==> src/rtl/prio_sel_arb.sv <==
// Registered N-way request selector with fixed-priority (highest index wins)
// or round-robin arbitration, valid/ready on both sides, and a default word when idle.
module prio_sel_arb #(
  parameter int N = 4,
  parameter int W = 4
) (
  input  logic           clk,
  input  logic           reset,
  input  logic           mode,
  input  logic [N-1:0]   req_valid,
  input  logic [N*W-1:0] req_data,
  output logic [N-1:0]   req_ready,
  input  logic [W-1:0]   dflt,
  output logic           out_valid,
  input  logic           out_ready,
  output logic [W-1:0]   out_data,
  output logic [N-1:0]   out_grant
);

  localparam int IW = (N > 1) ? $clog2(N) : 1;

  logic [IW-1:0] last;
  logic [IW-1:0] winner;
  logic          any_req;
  logic          load;
  logic          found;
  logic [N-1:0]  win_onehot;
  logic [W-1:0]  win_data;
  int            idx;

  assign any_req = |req_valid;
  assign load    = !out_valid || out_ready;

  // Round-robin search begins just after the last winner and reaches 'last' itself at the end.
  always_comb begin
    winner = '0;
    found  = 1'b0;
    idx    = 0;
    if (!mode) begin
      for (int i = 0; i < N; i++) begin
        if (req_valid[i]) winner = IW'(i);
      end
    end else begin
      for (int k = 1; k <= N; k++) begin
        idx = (int'(last) + k) % N;
        if (!found && req_valid[idx]) begin
          winner = IW'(idx);
          found  = 1'b1;
        end
      end
    end
  end

  always_comb begin
    win_onehot = '0;
    for (int i = 0; i < N; i++) begin
      win_onehot[i] = (int'(winner) == i);
    end
  end

  assign win_data  = req_data[int'(winner)*W +: W];
  assign req_ready = (load && any_req) ? win_onehot : '0;

  always_ff @(posedge clk or posedge reset) begin
    if (reset) begin
      out_valid <= 1'b0;
      out_data  <= '0;
      out_grant <= '0;
      last      <= IW'(N - 1);
    end else if (load) begin
      if (any_req) begin
        out_valid <= 1'b1;
        out_data  <= win_data;
        out_grant <= win_onehot;
        if (mode) last <= winner;
      end else begin
        out_valid <= 1'b0;
        out_data  <= dflt;
        out_grant <= '0;
      end
    end
  end

endmodule
==> config.mk <==
export PLATFORM = sky130hd
export DESIGN_NAME = prio_sel_arb
export DESIGN_NICKNAME = d
export VERILOG_FILES = /design/src/rtl/prio_sel_arb.sv
export SDC_FILE = /design/constraint.sdc
export NUM_CORES = 1
export LEC_CHECK = 0
export CAP_MARGIN = 20
export CORE_AREA = 8 8 54 56
export CTS_CLUSTER_DIAMETER = 30
export DETAILED_ROUTE_END_ITERATION = 8
export DIE_AREA = 0 0 62 64
export GPL_TIMING_DRIVEN = 1
export PLACE_DENSITY_LB_ADDON = 0.08
export SYNTH_ARGS = -nofsm -noshare
export SYNTH_HDL_FRONTEND = slang
export SYNTH_SLANG_ARGS = --single-unit
==> constraint.sdc <==
create_clock -name clk -period 6.2 [get_ports clk]
set_input_delay 0.62 -clock clk [delete_from_list [all_inputs] [get_ports clk]]
set_output_delay 0.62 -clock clk [all_outputs]
set_load 0.02 [all_outputs]
==> impl_metrics.toml <==
[clocking]
cts_max_level = 1
cts_sinks = 11
cts_root_buffer = "clkbuf_4"
clk_pin_slew_ns = 0.07
cts_resized = 0
cts_tree = "built"
numCtsBuffers = 3
clockBufferDepth = 2
cts_hold_buf = 0
post_cts_buffers = 0
clk_latency_ns = 0.26

[logic_synthesis]
syn_nets = 121
synth_cell_types = 35
syn_area_um2 = 846
async_reset_ff_share_pct = 100
synth_fa_ha_area_share_pct = 0
ys_seq_area_share_pct = 32.8
avgSynthCellArea_um2 = 9.09
synth-simple-area-share_pct = 19.7
synth_top_family_by_area = "compound AO/OA/AOI/OAI gates"
synth_edf_count = 0
ys_ff_latch = 11
ys_warn_count = 0
synth_xor_area_share_pct = 0
synth_flop_cell = "dfrtp_1"
synth_compound_area_share_pct = 40.1
synthCells = 93
muxShareOfSynthArea_pct = 0

[floorplan]
core_mm2 = 0.00211
num_rows = 17
die_width_um = 62
die_area_mm2 = 0.00397
die_h_um = 64
initial_utilization_pct = 40.2
num_io_pins = 41

[route]
drt_iter0_drc = 24
vias_per_cell = 5.32
post-route-drc-count = 0
drt-total-wl_um = 2260
wl_per_cell_um = 14.2
drtAntennaViolNets = 0
first_pass_iters = 4
vias = 846

[status]
outcome = "complete, no violations"

[placed_design]
gp_congestion = 0.801
hpwl_um = 1860
io_buffers = 40
placed_area_mm2 = 0.00124

[finish]
multi_input_area_um2 = 505
diodes = 0
regArea_um2 = 278
area_delta_synth_final_pct = 49.4
drive_gt1_share_pct = 13.0
fill_cells = 169
fin_util_pct = 60.0
fin_area_mm2 = 0.00126
fin_nets = 160

[sta]
max_freq_mhz = 265
finClkSkew_ns = 0.00591
fin_tns_setup_ns = 0
finalCriticalPeriod_ns = 3.77
setup_violations = 0
worst_slew_pin_slew_ns = 0.855
fin_crit_sh_pct = 60.8
slew_viol_final = 0
grt_setup_unrepaired = "false"
maxSlewHeadroom_pct = 42.9
hold_viol = 0

[run]
cap_violations = 0

[global_routing]
overflow = 0
grt_max_degree = 15
first_global_vias = 822
grt_pass1_wl_um = 3750
grt_usage_pct = 12.2
antenna_found_initial = 0

[worst_setup_path]
regToRegSetupSlack_ns = 4.10
crit_fanout = 14
crit_arrival_ns = 3.15
end_kind = "output pin"
critPathLaunchType = "primary input"
crit_type = "primary input to output pin"
required_ns = 5.58

[power]
p_per_area_mw_per_mm2 = 228
power.share.switching_pct = 35.5
internal-power_uw = 186
pwr-share-comb_pct = 48.7
vdd_drop_max_uv = 101
switchingPower_uw = 102
clock_power_share_pct = 16.3
p_leak_nw = 0.505
pwr-share-seq_pct = 35.0

[hold_path]
hold_class = "flip-flop to flip-flop"
==> logic make-up after synthesis <==
| family | Yosys count |
|---|---|
| AOI/OAI and AO/OA | 45 |
| and+or+nand+nor | 26 |
| DFF | 11 |
| buffers and inverters | 11 |
==> through the flow <==
stage / std cells / worst slack [ns] / total power, mW / hold slack (ns)
2_1_floorplan: 93 / 3.42 / 0.189 / 0.471
3_3_place_gp: 155 / 2.46 / 0.241 / 0.457
3_5_place_dp: 155 / 2.43 / 0.244 / 0.468
4_1_cts: 159 / 2.44 / 0.291 / 0.482
5_1_grt: 159 / 2.22 / 0.309 / 0.509
6_report: 159 / 2.43 / 0.289 / 0.477
==> critical path, stage by stage <==
cell and delay, ns:
clkdlybuf4s50_1 0.58, and3b_1 0.20, o21ai_0 0.25, o31a_1 0.44, nand2_1 0.14, nor3_1 0.25
clkdlybuf4s50_1 0.66
==> layout make-up <==
type	count	share of cell area (%)
Clock buffer	4	2.08
Inverter	5	1.49
Multi-Input combinational cell	71	40.0
Sequential cell	11	22.0
Tap cell	28	2.77
Timing Repair Buffer	40	31.7
==> cells in the final DEF (no fill, tap or decap), types with 2 or more instances in the layout <==
| master | netlist | routed |
|---|---|---|
| a211oi_2 | 4 | 4 |
| a21boi_0 | 8 | 8 |
| a21o_1 | 4 | 4 |
| a21oi_1 | 2 | 2 |
| a22oi_1 | 6 | 6 |
| a31o_2 | 4 | 4 |
| clkbuf_4 | 0 | 3 |
| clkdlybuf4s50_1 | 0 | 40 |
| dfrtp_1 | 9 | 9 |
| dfstp_2 | 2 | 2 |
| inv_1 | 5 | 5 |
| nand2_1 | 4 | 4 |
| nor2_1 | 5 | 5 |
| nor2b_1 | 5 | 5 |
| nor3_1 | 2 | 2 |
| o21ai_0 | 6 | 6 |
| o21ai_1 | 5 | 5 |
| o31a_1 | 2 | 2 |
==> state kept, by name, summed over array words and instances, names as in the netlist <==
| name | cells |
|---|---|
| last | 2 |
| out_data | 4 |
| out_grant | 4 |
| out_valid | 1 |
==> Yosys cell counts (2+ instances only) <==
| master | number | area, µm² |
|---|---|---|
| nand2_1 | 4 | 15.0 |
| a21boi_0 | 8 | 60.1 |
| a22oi_1 | 6 | 45.0 |
| inv_1 | 5 | 18.8 |
| a21o_1 | 4 | 30.0 |
| o21ai_0 | 6 | 30.0 |
| o31a_1 | 2 | 17.5 |
| nor2_1 | 5 | 18.8 |
| a211oi_2 | 4 | 50.1 |
| a21oi_1 | 2 | 10.0 |
| buf_6 | 2 | 22.5 |
| o21ai_1 | 5 | 25.0 |
| nor2b_1 | 5 | 31.3 |
| nor3_1 | 2 | 10.0 |
| dfrtp_1 | 9 | 225 |
| dfstp_2 | 2 | 52.6 |
| a31o_2 | 4 | 35.0 |
==> final timing paths <==
| check | start | to | depth (start not counted) |
|---|---|---|---|
| min in group asynchronous | reset | out_data[3]$_DFFE_PP0P_ | 2 |
| setup reg to reg | last[1]$_DFFE_PP1P_ | out_data[3]$_DFFE_PP0P_ | 6 |
| hold / removal | out_grant[1]$_DFFE_PP0P_ | out_grant[1]$_DFFE_PP0P_ | 1 |
| max in group asynchronous | reset | last[1]$_DFFE_PP1P_ | 2 |
| hold reg to reg | out_grant[1]$_DFFE_PP0P_ | out_grant[1]$_DFFE_PP0P_ | 1 |
| setup / recovery | req_valid[0] | req_ready[3] | 7 |
==> power by group through the flow <==
stage,Clock (mW),Sequential (mW),Combinational [mW]
final,0.0471,0.101,0.140
after CTS,0.0488,0.101,0.142
after global placement,0,0.101,0.140
after global routing,0.0528,0.103,0.153
after detailed placement,0,0.102,0.142
after floorplan,0,0.113,0.0752
==> per-layer routing <==
layer / part of all wire (%) / global-route usage, % / up-vias
li1: - / - / 426
met1: 45 / 16.2 / 381
met2: 44 / 17.5 / 37
met3: 9.3 / 2.80 / 2
met4: 1.2 / 6.84 / 0
met5: 0 / 0 / -
(Power assumes the default switching activity.)
